### config.mk
export PLATFORM = sky130hd
export DESIGN_NAME = sync_debounce_edge
export DESIGN_NICKNAME = d
export VERILOG_FILES = /design/src/rtl/sync_pkg.sv /design/src/rtl/sat_counter.sv /design/src/rtl/sync_debounce_edge.sv
export SDC_FILE = /design/constraint.sdc
export NUM_CORES = 1
export LEC_CHECK = 0
export CAP_MARGIN = 5
export CORE_MARGIN = 2
export CORE_UTILIZATION = 54
export CTS_CLUSTER_SIZE = 30
export DETAILED_ROUTE_END_ITERATION = 7
export PLACE_DENSITY = 0.82
export SLEW_MARGIN = 20
export SYNTH_ARGS = -nofsm -noshare
export SYNTH_HDL_FRONTEND = slang
export SYNTH_SLANG_ARGS = --single-unit
### constraint.sdc
create_clock -name clk -period 3.3 [get_ports clk]
set_clock_uncertainty 0.15 [all_clocks]
set_input_delay 0.66 -clock clk [delete_from_list [all_inputs] [get_ports clk]]
set_output_delay 0.66 -clock clk [all_outputs]
set_load 0.1 [all_outputs]
### src/rtl/sync_pkg.sv
// Shared FSM state encoding and default filter length for the debounce block.
package sync_pkg;

    typedef enum logic [1:0] {
        STABLE_LO = 2'd0,
        CHK_HI    = 2'd1,
        STABLE_HI = 2'd2,
        CHK_LO    = 2'd3
    } debounce_state_e;

    localparam int STABLE_CYCLES_DEF = 16;

endpackage

### src/rtl/sat_counter.sv
// Saturating up-counter with synchronous clear; clear wins over increment.
// Latency: count updates on the edge after inc/clr.
// Backpressure: none, holds at all-ones until cleared.
module sat_counter #(
    parameter int W = 8
) (
    input  logic         clk,
    input  logic         rst_n,
    input  logic         inc,
    input  logic         clr,
    output logic [W-1:0] cnt
);

    always_ff @(posedge clk or negedge rst_n) begin
        if (!rst_n) begin
            cnt <= '0;
        end else if (clr) begin
            cnt <= '0;
        end else if (inc && (cnt != '1)) begin
            cnt <= cnt + 1'b1;
        end
    end

endmodule

### src/rtl/sync_debounce_edge.sv
// Debounces a pre-synchronized level and emits one-cycle rise/fall pulses.
// Latency: db_out flips on the edge where the new level is seen STABLE_CYCLES+1 times in a row.
// Backpressure: none; en=0 aborts any pending check and freezes db_out.
module sync_debounce_edge
    import sync_pkg::*;
#(
    parameter int STABLE_CYCLES = STABLE_CYCLES_DEF,
    parameter int GLITCH_W      = 8
) (
    input  logic                clk,
    input  logic                rst_n,
    input  logic                sync_in,
    input  logic                en,
    input  logic                glitch_clr,
    output logic                db_out,
    output logic                rise_pulse,
    output logic                fall_pulse,
    output logic [GLITCH_W-1:0] glitch_cnt
);

    localparam int CNT_W = $clog2(STABLE_CYCLES + 1);
    localparam logic [CNT_W-1:0] CNT_LAST = CNT_W'(STABLE_CYCLES - 1);

    if (STABLE_CYCLES < 1 || STABLE_CYCLES > 65535) begin : g_bad_cfg
        $error("sync_debounce_edge: STABLE_CYCLES must be in 1..65535");
    end

    debounce_state_e  state;
    logic [CNT_W-1:0] cnt;
    logic             glitch_inc;

    // A check is only a glitch if it dies while the filter is enabled.
    always_comb begin
        glitch_inc = 1'b0;
        if (en) begin
            glitch_inc = ((state == CHK_HI) && !sync_in) ||
                         ((state == CHK_LO) &&  sync_in);
        end
    end

    always_ff @(posedge clk or negedge rst_n) begin
        if (!rst_n) begin
            state      <= STABLE_LO;
            cnt        <= '0;
            db_out     <= 1'b0;
            rise_pulse <= 1'b0;
            fall_pulse <= 1'b0;
        end else begin
            rise_pulse <= 1'b0;
            fall_pulse <= 1'b0;
            case (state)
                STABLE_LO: begin
                    if (en && sync_in) begin
                        state <= CHK_HI;
                        cnt   <= '0;
                    end
                end
                CHK_HI: begin
                    if (!en || !sync_in) begin
                        state <= STABLE_LO;
                        cnt   <= '0;
                    end else if (cnt == CNT_LAST) begin
                        state      <= STABLE_HI;
                        cnt        <= '0;
                        db_out     <= 1'b1;
                        rise_pulse <= 1'b1;
                    end else begin
                        cnt <= cnt + 1'b1;
                    end
                end
                STABLE_HI: begin
                    if (en && !sync_in) begin
                        state <= CHK_LO;
                        cnt   <= '0;
                    end
                end
                CHK_LO: begin
                    if (!en || sync_in) begin
                        state <= STABLE_HI;
                        cnt   <= '0;
                    end else if (cnt == CNT_LAST) begin
                        state      <= STABLE_LO;
                        cnt        <= '0;
                        db_out     <= 1'b0;
                        fall_pulse <= 1'b1;
                    end else begin
                        cnt <= cnt + 1'b1;
                    end
                end
                default: begin
                    state <= STABLE_LO;
                    cnt   <= '0;
                end
            endcase
        end
    end

    sat_counter #(
        .W(GLITCH_W)
    ) u_glitch_cnt (
        .clk  (clk),
        .rst_n(rst_n),
        .inc  (glitch_inc),
        .clr  (glitch_clr),
        .cnt  (glitch_cnt)
    );

endmodule

### Yosys cells after proc, flatten, opt, wreduce, memory -nomap -nowiden

Cells that the tools add are included.

* register bits: 18
* bits of input ports: 5
* word-level logic and storage cells: 63

* add/sub/neg operators: 2
* eq/ne operators: 13
* muxes and demuxes: 26
* reduce and logical (&&, ||, !) cells: 16

Operators by type and width (number)
* two-way mux 5 bit: 5
* case mux 5 bit (4 select lines): 1
* two-way mux 8 bit: 2
* two-way mux 2 bit: 6
* two-way mux 1 bit: 10
* adder 8 x 1 -> 8 bit (second input constant): 1
* != test 2 bit (second input constant): 4
* != test 8 bit (second input constant): 1
* case mux 2 bit (4 select lines): 1
* != test 3 x 1 -> 1 bit (second input constant): 2
* adder 5 x 1 -> 5 bit (second input constant): 1
* equality test 5 x 4 -> 1 bit (second input constant): 1
* logical AND 1 bit: 5
* AND reduction 5 bit: 1
* equality test 2 bit (second input constant): 2
* != test 2 x 1 -> 1 bit (second input constant): 2
* AND reduction 4 bit: 1
* nonzero test 2 bit: 2
* logical OR 1 bit: 3
* equality test 2 x 1 -> 1 bit (second input constant): 1
* logical NOT 1 bit: 2
* logical NOT 2 bit: 1
* case mux 1 bit (2 select lines): 1
* AND reduction 2 bit: 1

### Depth between registers and ports, before layout

Gate-level depths: netlist of run 1.

* word-level depth: 7
* mapped depth: 5
* depth with buffers taken out: 5

### Modules after synthesis

A second synthesis of run 1 with hierarchy kept.

* cells, all modules: 93
* area total of the unflattened synthesis: 945.9 um^2

Modules (own cells, without submodules)
* sync_debounce_edge: times used 1, cells each 44, area each 481.7 um^2, seq. area each 250.2 um^2
* sat_counter: times used 1, cells each 49, area each 464.2 um^2, seq. area each 200.2 um^2

### Worst setup path after synthesis of run 1

No wires, ideal clock.

* kind: reg-to-reg
* from: reg u_glitch_cnt.cnt[0]
* to: reg u_glitch_cnt.cnt[4]
* library setup time: 0.125 ns
* data arrival time: 2.064 ns
* data required time: 3.025 ns
* setup slack: 0.961 ns
* stages on the path, launching flop included: 6
* buffers on the path: 0
* period minus slack after synthesis: 2.339 ns
* cells stage by stage: dfrtp_1 ha_1 nand2_1 nor3_1 nand3_1 mux2_2

* cells in the longest elaborated chain, start to end: 3
* elaborated cells on any way between the ends: 6
* those cells by class: 1 x add/sub; 1 x eq/ne; 2 x mux; 2 x reduce/logical

RTL lines
* start, declared: RTL line sat_counter.sv:11 `output logic [W-1:0] cnt`
* start signal, assigned: RTL line sat_counter.sv:20 `cnt <= cnt + 1'b1;`
* adder 8 x 1 -> 8 bit or != test 8 bit (tied branches): RTL line sat_counter.sv:20, sat_counter.sv:19
* two-way mux 8 bit or logical AND 1 bit (tied branches): RTL line sat_counter.sv:19 `end else if (inc && (cnt != '1)) begin`
* two-way mux 8 bit or nonzero test 2 bit (tied branches)

Parallel ways exist; a longest one is shown, timed or not. The select of a mux whose other input is x is not followed.
A chain may end at the register's enable or synchronous reset.

### Worst setup path after layout of run 1

* from: in en
* to: reg u_glitch_cnt.cnt[5]

* cells in the longest elaborated chain, start to end: 3

RTL lines
* start, declared: RTL line sync_debounce_edge.sv:13 `input logic en,`
* two-way mux 1 bit: RTL line sync_debounce_edge.sv:35 `if (en) begin`
* logical AND 1 bit: RTL line sat_counter.sv:19
* nonzero test 2 bit (no line)

No other way between the ends.

==> metrics.md, run 1 <==
| Metric | Value |
|---|---|
| CTS max path bufs | 2 |
| CP Launch Point | en |
| CTS buffer count | 3 |
| Residual DRC | 0 |
| Pwr per Cell Area | approximately 340 mW/mm² |
| CTS H-tree depth | 1 |
| Hold Path Stages | 1 |
| Post-Syn Nets | 98 |
| Worst Tran Pin Value | approximately 790 ps |
| FMAX | around 430 MHz |
| Worst Path Max Fanout | 6 |
| Worst hold slack | 372.4 ps |
| Slew Viols, Final | 0 |
| Buffers added on ports | 15 |
| Post_cts resized | 0 |
| GR Overflow Total | 0 |
| Slew headroom | 0.4704 |
| Period utilization | 0.7009 |
| Post-CTS setup buffer count | 0 |
| HPWL Detailed | 1.297 mm |
| Crit. End Element | flop |
| Drt first pass iters | 4 |
| Worst Path Required | between 3000 and 4000 ps |
| Post-route minimum period | roughly 2300 ps |
| Placed cell count | 120 |
| Global Route Usage Sum | 0.2049 |
| Post-route ant nets | 0 |
| Critical Path Source Type | input pin |
| N_diodes | 0 |
| Setup TNS | 0 ps |
| Status | finished clean |
| Setup violators final | 0 |
| Total clock sinks | 18 |
| Synth Cell Area | 905.9 µm² |
| CTS tree | built |
| Distinct cell type count after synthesis | 31 |
| Total power after layout | 358.1 µW |
| Routed Wire Length | approximately 1.7 mm |
| Share of layout cells above drive strength 1 | 0.1682 |
| Syn avg cell area | between 9 and 10 µm² |
| Drt wl/cell | 14.03 µm |
| Worst-skew pair later-pin latency | 290 ps |
| Initial antenna violation count | 0 |
| Vias per cell | 5.927 |
| Largest net degree at the start of global routing | 19 |
| Clock tree root buffer cell | clkbuf_4 |
| YS warnings | 0 |
| Peak supply drop | 0.0002332 V |
| Clk slew on worst S/H paths | approximately 90 ps |
| Reg2reg path depth | 4 |
| Share of the yosys chip area belonging to registers | 0.4972 |
| Die ar. | 0.002021 mm² |
| Initial DRC Count | 5 |
| RSZ-0062 raised after global routing | false |
| First-pass GRT wire length | around 3.0 mm |
| Worst min path class | flop to flop |
| Leak pwr | 0.4916 nW |
| Core area | 0.001541 mm² |
| Cts hold-fix bufs | 0 |
| Area growth syn-to-layout | 16.99% |
| Worst Path Arrival | 2340 ps |
| Max cap viols | 0 |
| IO Pins | 16 |
| FF-to-FF setup slack | 1390 ps |
| Final Util | 0.6875 |
| Fin cells | 123 |
| Gate Count Post-Synth | 91 |
| Die width | roughly 45 µm |
| Vias in the first global route | around 700 |
| Routed vias | 729 |
| Critical path type | input pin to flop |
| Min-delay src | cnt[4]$_DFFE_PN0P_ |
| Nets | 116 |
| Die height | approximately 45 µm |
| Post-synthesis register bit count | 18 |
| FF-to-FF Start | state[0]$_DFFE_PN0P_ |
| Final hold violations | 0 |
| Initial Utilization | 0.5877 |
| Routability congestion estimate from global placement | 0.8362 |
| Placement Rows | 14 |
==> metal layers <==
metal | part of all wire | vias up | routed length, µm | global-route usage
met4 | 0.018 | 0 | 31 | 0.1059
met5 | 0 | - | 0 | 0
met1 | 0.45 | 351 | 775 | 0.2461
li1 | - | 361 | - | -
met2 | 0.50 | 13 | 864 | 0.3486
met3 | 0.031 | 4 | 54 | 0.03600
==> worst max-delay path: stages <==
cell	delay (ps)
clkdlybuf4s50_1	550
nand2_1	160
or3_4	440
nor3_2	200
mux2_1	340
==> flip-flops by register name, indices dropped and copies added (netlist names) <==
register and cells:
u_glitch_cnt.cnt 8, cnt 5, state 2, db_out 1, fall_pulse 1, rise_pulse 1
==> cells in the mapped netlist <==
cell type / instances / share of area
xor2_1: 3 / 0.029
a21oi_1: 7 / 0.039
mux2_1: 1 / 0.012
or3_4: 1 / 0.012
nor2b_1: 2 / 0.014
inv_1: 3 / 0.012
and4_1: 1 / 0.0097
nor4bb_1: 1 / 0.011
nand2_1: 12 / 0.050
a41oi_1: 1 / 0.0097
buf_1: 1 / 0.0041
o32ai_1: 1 / 0.0097
nor3_2: 1 / 0.011
a211oi_1: 2 / 0.017
o22ai_1: 1 / 0.0069
o21ai_0: 3 / 0.017
o21a_1: 1 / 0.0083
and4b_1: 2 / 0.022
nor3_1: 5 / 0.028
xor2_2: 1 / 0.018
buf_4: 1 / 0.0083
nand3_1: 6 / 0.033
and3_1: 2 / 0.014
dfrtp_1: 18 / 0.50
mux2i_1: 1 / 0.011
a211o_1: 1 / 0.0097
nor2_1: 7 / 0.029
mux2_2: 1 / 0.012
o31a_1: 1 / 0.0097
o31ai_1: 1 / 0.0083
ha_1: 2 / 0.028
==> through the flow <==
| step | setup WS [ps] | area (µm²) |
|---|---|---|
| after floorplan | 961.2 | 905.9 |
| after global placement | 732.9 | 1037 |
| after detailed placement | 660.7 | 1037 |
| after CTS | 979.0 | 1060 |
| after global routing | 868.0 | 1060 |
| final | 987.0 | 1060 |
==> power by group <==
part | switching, mW | internal (mW) | leakage (nW)
Clock | 0.0634 | 0.0424 | 0.0138
Sequential | 0.00320 | 0.223 | 0.244
Combinational | 0.0179 | 0.00857 | 0.233
==> kinds of logic (layout without fill, tap and decap cells) <==
| family | after synthesis | count (layout) | share of synthesized area |
|---|---|---|---|
| compound gates | 19 | 19 | 0.1340 |
| xor+xnor | 4 | 4 | 0.04697 |
| fa+ha+maj | 2 | 2 | 0.02762 |
| buf+inv | 5 | 21 | 0.02486 |
| flops | 18 | 18 | 0.4972 |
| mux | 3 | 3 | 0.03591 |
| simple gates | 40 | 40 | 0.2334 |
==> cell type report <==
| type | instances | area, µm² |
|---|---|---|
| Sequential cell | 18 | 450.4 |
| Fill cell | 136 | 481.7 |
| Tap cell | 16 | 20.02 |
| Multi-Input combinational cell | 68 | 432.9 |
| Inverter | 3 | 11.26 |
| Timing Repair Buffer | 15 | 122.6 |
| Clock buffer | 3 | 22.52 |
==> cell usage in the layout (no fill, tap or decap) <==
| master | synthesis | final |
|---|---|---|
| ha_1 | 2 | 2 |
| nand3_1 | 6 | 6 |
| clkdlybuf4s50_1 | 0 | 4 |
| a211o_1 | 1 | 1 |
| and4_1 | 1 | 1 |
| dfrtp_1 | 18 | 18 |
| nor3_1 | 5 | 5 |
| nor2_1 | 7 | 7 |
| inv_1 | 3 | 3 |
| xor2_2 | 1 | 1 |
| nand2_1 | 12 | 12 |
| o21a_1 | 1 | 1 |
| clkbuf_4 | 0 | 3 |
| mux2_2 | 1 | 1 |
| nor4bb_1 | 1 | 1 |
| nor3_2 | 1 | 1 |
| mux2_1 | 1 | 1 |
| o31ai_1 | 1 | 1 |
| a211oi_1 | 2 | 2 |
| a21oi_1 | 7 | 7 |
| o21ai_0 | 3 | 3 |
| and3_1 | 2 | 2 |
| o31a_1 | 1 | 1 |
| o32ai_1 | 1 | 1 |
| mux2i_1 | 1 | 1 |
| buf_4 | 1 | 11 |
| or3_4 | 1 | 1 |
| nor2b_1 | 2 | 2 |
| xor2_1 | 3 | 3 |
| o22ai_1 | 1 | 1 |
| a41oi_1 | 1 | 1 |
| and4b_1 | 2 | 2 |
==> worst paths after layout <==
path                                                   end
max reg2reg                u_glitch_cnt.cnt[5]$_DFFE_PN0P_
max in group asynchronous             state[1]$_DFFE_PN0P_
max                        u_glitch_cnt.cnt[5]$_DFFE_PN0P_
min in group asynchronous               cnt[1]$_DFFE_PN0P_
min reg2reg                             cnt[4]$_DFFE_PN0P_
min                                     cnt[4]$_DFFE_PN0P_
(Power assumes the default switching activity.)
==> run 2: changes to the inputs <==
--- a/config.mk
+++ b/config.mk
@@ -7,10 +7,10 @@
 export LEC_CHECK = 0
 export CAP_MARGIN = 5
 export CORE_MARGIN = 2
-export CORE_UTILIZATION = 54
+export CORE_UTILIZATION = 50
 export CTS_CLUSTER_SIZE = 30
 export DETAILED_ROUTE_END_ITERATION = 7
-export PLACE_DENSITY = 0.82
+export PLACE_DENSITY = 0.76
 export SLEW_MARGIN = 20
 export SYNTH_ARGS = -nofsm -noshare
 export SYNTH_HDL_FRONTEND = slang
==> constraint.sdc (replaced) <==
create_clock -name clk -period 2.15 [get_ports clk]
set_clock_uncertainty 0.15 [all_clocks]
set_input_delay 0.43 -clock clk [delete_from_list [all_inputs] [get_ports clk]]
set_output_delay 0.43 -clock clk [all_outputs]
set_load 0.1 [all_outputs]
==> run 2 against run 1 <==
Compared with the run above:
- cell count is 15% higher
- setup slack lost 780 ps
- utilization up 1.4 points
- count of clock-buffer cells in the layout grew 1
- sequential power up 54%
- routed wire length grew 8.4%
- first-iteration DRC count grew to 2.8 times the previous value
- power is 70% higher
- hold slack lost 87 ps
- largest power group unchanged
- highest routed layer unchanged
==> metrics.md, run 2 (same netlist as run 1, synthesis figures left out) <==
| Metric | Value |
|---|---|
| Die ar. | 0.002168 mm² (+7.3%) |
| Critical path type | input pin to flop |
| Total clock sinks | 18 (unchanged) |
| Worst Path Arrival | 1980 ps (-360 ps) |
| CTS tree | built |
| Post-CTS setup buffer count | 0 (unchanged) |
| Clk slew on worst S/H paths | 100 ps (about the same) |
| Routed Wire Length | 1.871 mm (+8.4%) |
| Cts hold-fix bufs | 0 (unchanged) |
| Area growth syn-to-layout | 32.32% |
| N_diodes | 0 (unchanged) |
| Worst Path Max Fanout | 3 (-3) |
| Vias per cell | 5.489 (-7.4%) |
| Slew headroom | 0.7485 (+0.2781) |
| Most flops, register | u_glitch_cnt.cnt |
| Setup violators final | 0 (unchanged) |
| Buffers added on ports | 15 (unchanged) |
| Fin cells | 141 (+15%) |
| Period utilization | 0.9014 |
| Core area | 0.001708 mm² (+11%) |
| Critical Path Source Type | input pin |
| Routability congestion estimate from global placement | 0.7705 (-7.9%) |
| Routed vias | 774 (+6.2%) |
| Setup TNS | 0 ps (unchanged) |
| Final hold violations | 0 (unchanged) |
| Die width | 46.57 µm (+3.6%) |
| CTS buffer count | 3 (unchanged) |
| CTS H-tree depth | 1 (unchanged) |
| Peak supply drop | 0.0004137 V (+77%) |
| Crit. End Element | flop |
| Global Route Usage Sum | 0.2163 (+0.01139) |
| Leak pwr | 0.5425 nW (+10%) |
| Initial Utilization | 0.5304 (-0.05726) |
| Filler instances | 131 (-3.7%) |
| Vias in the first global route | 711 (+0.99%) |
| Share of layout cells above drive strength 1 | 0.2586 (+0.09040) |
| Post-route ant nets | 0 (unchanged) |
| Residual DRC | 0 (unchanged) |
| Post-route minimum period | 1938 ps |
| Largest registers | u_glitch_cnt.cnt x8, cnt x5, state x2 |
| Placement Rows | 15 (+1) |
| Placed cell count | 137 (+14%) |
| Initial antenna violation count | 0 (unchanged) |
| Worst-skew pair later-pin latency | 310 ps (+20 ps) |
| Most frequent cells in the layout | dfrtp_1 (15), buf_4 (15), nand2_1 (12) |
| CTS max path bufs | 2 (unchanged) |
| Status | finished clean |
| Worst min path class | input pin to asynchronous set/reset pin |
| Drt first pass iters | 4 (unchanged) |
| Slew Viols, Final | 0 (unchanged) |
| Post_cts resized | 0 (unchanged) |
| Largest net degree at the start of global routing | 19 (unchanged) |
| HPWL Detailed | 1.398 mm (+7.7%) |
| Drt wl/cell | 13.27 µm (-5.4%) |
| FMAX | 516.0 MHz |
| First-pass GRT wire length | 3.091 mm (+3.7%) |
| Max cap viols | 0 (unchanged) |
| RSZ-0062 raised after global routing | false |
| Nets | 124 (+6.9%) |
| GR Overflow Total | 0 (unchanged) |
| Total power after layout | 608.1 µW (+70%) |
| Pwr per Cell Area | 507.3 mW/mm² (+50%) |
| Die height | 46.57 µm (+3.6%) |
| IO Pins | 16 (unchanged) |
| Max reg flops | 8 (unchanged) |
| Worst Path Required | 2200 ps (-1130 ps) |
| Initial DRC Count | 14 (+9) |
| Clock tree root buffer cell | clkbuf_4 |
| Worst Tran Pin Value | 376.0 ps (-415.8 ps) |
run 2: cell count changes in the layout (fill, tap and decap cells not counted), sizes merged:
cell    delta
buf        +8
clkbuf     +1
run 2: layout make-up:
cell class | count | area [µm²] | area share
Inverter | 3 | 11.26 | 0.009395
Tap cell | 25 | 31.28 | 0.02610
Multi-Input combinational cell | 68 | 432.9 | 0.3612
Timing Repair Buffer | 23 | 232.7 | 0.1942
Sequential cell | 18 | 454.2 | 0.3789
Clock buffer | 4 | 36.28 | 0.03027
run 2: critical path, stage by stage:
cell             delay, ps
clkdlybuf4s50_1        460
xor2_2                 180
or3_4                  380
nor3_2                 200
mux2_1                 340
run 2: where the power goes:
group	total, mW	switching (mW)	internal (mW)
Clock	0.212	0.108	0.104
Sequential	0.347	0.00483	0.342
Combinational	0.0492	0.0295	0.0197
Total	0.608	0.143	0.465
run 2: path summary, 6_finish.rpt:
check / startpoint / endpoint / depth (start not counted) / slack (ps)
worst max-delay path: sync_in / u_glitch_cnt.cnt[5]$_DFFE_PN0P_ / 5 / 210
max in group asynchronous: rst_n / u_glitch_cnt.cnt[2]$_DFFE_PN0P_ / 2 / 1350
min in group clk: cnt[0]$_DFFE_PN0P_ / cnt[0]$_DFFE_PN0P_ / 1 / 380
worst min register to register: cnt[0]$_DFFE_PN0P_ / cnt[0]$_DFFE_PN0P_ / 1 / 380
worst min-delay path: rst_n / u_glitch_cnt.cnt[6]$_DFFE_PN0P_ / 2 / 290
worst max register to register: state[1]$_DFFE_PN0P_ / u_glitch_cnt.cnt[5]$_DFFE_PN0P_ / 4 / 330
run 2: routing by layer:
layer	global-route usage	vias up	wire length, µm	share of wire
li1	-	380	-	-
met1	0.2617	375	822	0.44
met2	0.3306	14	926	0.49
met3	0.08235	5	86	0.046
met4	0.1143	0	36	0.019
met5	0	-	0	0
run 2: per-stage QoR:
| stage | utilization | cell area, µm² | hold WS [ps] | setup slack (ps) |
|---|---|---|---|---|
| 2_1_floorplan | - | 909.6 | -15.59 | -7.511 |
| 3_3_place_gp | 0.6806 | 1162 | 352.1 | -62.26 |
| 3_5_place_dp | 0.6806 | 1162 | 362.8 | -124.5 |
| 4_1_cts | 0.7018 | 1199 | 286.0 | 210.2 |
| 5_1_grt | 0.7018 | 1199 | 303.1 | 163.9 |
| 6_report | 0.7018 | 1199 | 285.3 | 212.0 |
==> run 3: changes to the inputs <==
--- a/config.mk
+++ b/config.mk
@@ -5,12 +5,14 @@
 export SDC_FILE = /design/constraint.sdc
 export NUM_CORES = 1
 export LEC_CHECK = 0
+export ABC_AREA = 1
 export CAP_MARGIN = 5
 export CORE_MARGIN = 2
-export CORE_UTILIZATION = 50
+export CORE_UTILIZATION = 52
 export CTS_CLUSTER_SIZE = 30
 export DETAILED_ROUTE_END_ITERATION = 7
-export PLACE_DENSITY = 0.76
+export PLACE_DENSITY = 0.77
+export SETUP_SLACK_MARGIN = 0.02
 export SLEW_MARGIN = 20
 export SYNTH_ARGS = -nofsm -noshare
 export SYNTH_HDL_FRONTEND = slang
==> constraint.sdc (replaced) <==
create_clock -name clk -period 2.1 [get_ports clk]
set_clock_uncertainty 0.15 [all_clocks]
set_input_delay 0.42 -clock clk [delete_from_list [all_inputs] [get_ports clk]]
set_output_delay 0.42 -clock clk [all_outputs]
set_load 0.1 [all_outputs]
==> run 3 against run 2 <==
Compared with the run above:
- sequential power is 8.4% higher
- synthesized cell count is 48% higher
- largest power group unchanged
- setup slack better by 280 ps
- register-to-register slack better by 220 ps
- sequential share of layout area is 4.3 points lower
- critical path type is now flop to output pin
- global-route usage decreased by 3.1 points
==> metrics.md, run 3 <==
| Metric | Value |
|---|---|
| Status | finished clean |
| Routability congestion estimate from global placement | 0.8095 (+5.1%) |
| Clock tree root buffer cell | clkbuf_4 |
| Commonest non-fill, non-tap cell in the layout | nand2_1 |
| Gate Count Post-Synth | 135 (+48%) |
| Worst Path Max Fanout | 6 (+3) |
| IO Pins | 16 (unchanged) |
| CTS tree | built |
| Syn avg cell area | 7.795 µm² (-22%) |
| Critical Path Source Type | flop |
| Largest registers | u_glitch_cnt.cnt x8, cnt x5, state x2 |
| Reg2reg path depth | 8 (+4) |
| Filler instances | 150 (+15%) |
| Cts hold-fix bufs | 0 (unchanged) |
| Post-route ant nets | 0 (unchanged) |
| Setup TNS | 0 ps (unchanged) |
| Pwr per Cell Area | 490.3 mW/mm² (-3.4%) |
| Initial antenna violation count | 0 (unchanged) |
| Area growth syn-to-layout | 28.30% |
| Critical path cell sequence | buf_12 |
| Slew headroom | 0.7413 (-0.007179) |
| Post_cts resized | 0 (unchanged) |
| Drt wl/cell | 11.08 µm (-17%) |
| Cell taking the most area after synthesis | dfrtp_1 |
| Post-synth top area share | 0.4281 (-0.06918) |
| Terminus of the critical flop-to-flop path | u_glitch_cnt.cnt[6]$_DFFE_PN0P_ |
| Initial Utilization | 0.5419 (+0.01148) |
| Routed vias | 912 (+18%) |
| Nets | 162 (+31%) |
| Residual DRC | 0 (unchanged) |
| Most flops, register | u_glitch_cnt.cnt |
| FF-to-FF setup slack | 550 ps (+220 ps) |
| Slew Viols, Final | 0 (unchanged) |
| Synth Cell Area | 0.001052 mm² (+16%) |
| Count leader, synth | nand2_1 |
| Post-Syn Nets | 142 (+45%) |
| Worst-skew pair later-pin latency | 300 ps (about the same) |
| Synth async-reset ratio | 1.000 (unchanged) |
| Final hold violations | 0 (unchanged) |
| CP Launch Point | u_glitch_cnt.cnt[3]$_DFFE_PN0P_ |
| First-pass GRT wire length | 3.498 mm (+13%) |
| Core area | 0.001942 mm² (+14%) |
| Setup violators final | 0 (unchanged) |
| Crit. End Element | output pin |
| Post-route minimum period | 1607 ps |
| Total clock sinks | 18 (unchanged) |
| HPWL Detailed | 1.552 mm (+11%) |
| Leak pwr | 0.6639 nW (+22%) |
| Worst min path class | input pin to asynchronous set/reset pin |
| Peak supply drop | 0.0003622 V (-12%) |
| Clk slew on worst S/H paths | 110 ps (about the same) |
| RSZ-0062 raised after global routing | false |
| Max reg flops | 8 (unchanged) |
| Max cap viols | 0 (unchanged) |
| Largest cells by area after synthesis | dfrtp_1 (43%), nand2_1 (11%), nand3_1 (7.6%) |
| Vias per cell | 5.039 (-8.2%) |
| Initial DRC Count | 10 (-4) |
| YS warnings | 0 (unchanged) |
| Placement Rows | 16 (+1) |
| Post-CTS setup buffer count | 0 (unchanged) |
| Distinct cell type count after synthesis | 25 (-19%) |
| Final Util | 0.6952 (-0.006600) |
| Post-synthesis register bit count | 18 (unchanged) |
| Worst Path Arrival | 1040 ps (-940 ps) |
| Post-synth EDFFs | 0 (unchanged) |
| Slowest cell on crit path | dfrtp_1 |
| Buffers added on ports | 15 (unchanged) |
| FF-to-FF Start | u_glitch_cnt.cnt[0]$_DFFE_PN0P_ |
| Vias in the first global route | 807 (+14%) |
| Most frequent cells in the layout | nand2_1 (32), nand3_1 (16), dfrtp_1 (16) |
| N_diodes | 0 (unchanged) |
| Critical path type | flop to output pin |
| Largest net degree at the start of global routing | 19 (unchanged) |
| Crit path buf inv count | 1 (unchanged) |
| Worst Tran Pin Value | 387.6 ps (+11.52 ps) |
| CTS H-tree depth | 1 (unchanged) |
| Drt first pass iters | 5 (+1) |
| Cell family with most CP delay | flip-flops |
| Routed Wire Length | 2.005 mm (+7.2%) |
| Die ar. | 0.002400 mm² (+11%) |
| CTS buffer count | 3 (unchanged) |
| GR Overflow Total | 0 (unchanged) |
| Crit-path max cell delay | 520 ps (+60 ps) |
| Worst Path Required | 1530 ps (-670 ps) |
| Share of the yosys chip area belonging to registers | 0.4281 (-0.06918) |
| FMAX | 622.4 MHz |
| Top cells by count, synth | nand2_1 (32), dfrtp_1 (18), nand3_1 (16), nor2_1 (15), inv_1 (14) |
| Setup crit end | glitch_cnt[3] |
| Period utilization | 0.7651 |
| CTS max path bufs | 2 (unchanged) |
| Die height | 48.99 µm (+5.2%) |
| Share of layout cells above drive strength 1 | 0.2273 (-0.03135) |
| Most frequently used flop master after synthesis | dfrtp_1 |
| CP Depth | 1 (-4) |
| Global Route Usage Sum | 0.1856 (-0.03061) |
| Die width | 48.99 µm (+5.2%) |
run 3: cell types whose count changed in the layout (fill, tap and decap cells not counted), sizes merged, moves of 3 or more:
cell | before | now
nand3 | 6 | 16
buf | 19 | 12
nor2 | 7 | 20
nand4 | 0 | 3
inv | 3 | 18
nand2 | 12 | 38
nor3 | 6 | 3
run 3: per-layer routing:
layer	GRT usage	share of wire	routed length, µm	up-vias
met3	0.02454	0.029	59	5
met2	0.2991	0.49	977	18
met5	0	0	0	-
met1	0.2545	0.47	936	421
met4	0.07143	0.015	31	0
li1	-	-	-	468
run 3: final cells by class:
type                            count  area [µm²]  share of cell area
Clock buffer                        4       36.28             0.02688
Inverter                           18       70.07             0.05190
Multi-Input combinational cell     98       526.8              0.3902
Sequential cell                    18       452.9              0.3355
Tap cell                           27       33.78             0.02502
Timing Repair Buffer               16       230.2              0.1705
run 3: logic make-up after synthesis:
logic type | count (synthesis) | share of synthesized area
adder cells (fa/ha/maj) | 2 | 0.02378
XOR/XNOR | 3 | 0.02497
flip-flops | 18 | 0.4281
AND/OR/NAND/NOR | 81 | 0.3853
buffers and inverters | 19 | 0.07134
AO/OA/AOI/OAI | 12 | 0.06658
run 3: metrics by stage:
step	setup slack [ps]	instance area, µm²	instances	power, mW	hold slack [ps]
2_1_floorplan	160.5	1055	135	0.4216	-25.59
3_3_place_gp	316.9	1314	177	0.4491	338.6
3_5_place_dp	271.0	1314	177	0.4511	359.8
4_1_cts	483.9	1350	181	0.6662	291.3
5_1_grt	436.2	1350	181	0.6898	299.0
6_report	493.3	1350	181	0.6619	280.5
run 3: power by group:
part	internal (mW)	switching (mW)	total [mW]
clock	0.106	0.112	0.218
combinational	0.0259	0.0425	0.0684
sequential	0.359	0.0164	0.376
total	0.491	0.171	0.662
run 3: worst min path at each step:
| stage | from | end | slack (ps) | cells past startpoint |
|---|---|---|---|---|
| floorplan | rst_n | cnt[0]$_DFFE_PN0P_ | -30 | 0 |
| global placement | db_out$_DFFE_PN0P_ | db_out$_DFFE_PN0P_ | 340 | 2 |
| detailed placement | db_out$_DFFE_PN0P_ | db_out$_DFFE_PN0P_ | 360 | 2 |
| CTS | rst_n | cnt[1]$_DFFE_PN0P_ | 290 | 2 |
| global route | rst_n | cnt[2]$_DFFE_PN0P_ | 300 | 2 |
| finish | rst_n | cnt[2]$_DFFE_PN0P_ | 280 | 2 |
run 3: worst reg2reg max path, stage by stage (launching register included):
cell     delay (ps)
dfrtp_2         440
ha_1            220
nand2_2         110
nor2_4          130
nand2_4          80
nand2_8         110
inv_4            50
nand3_1          80
nand2_1          60
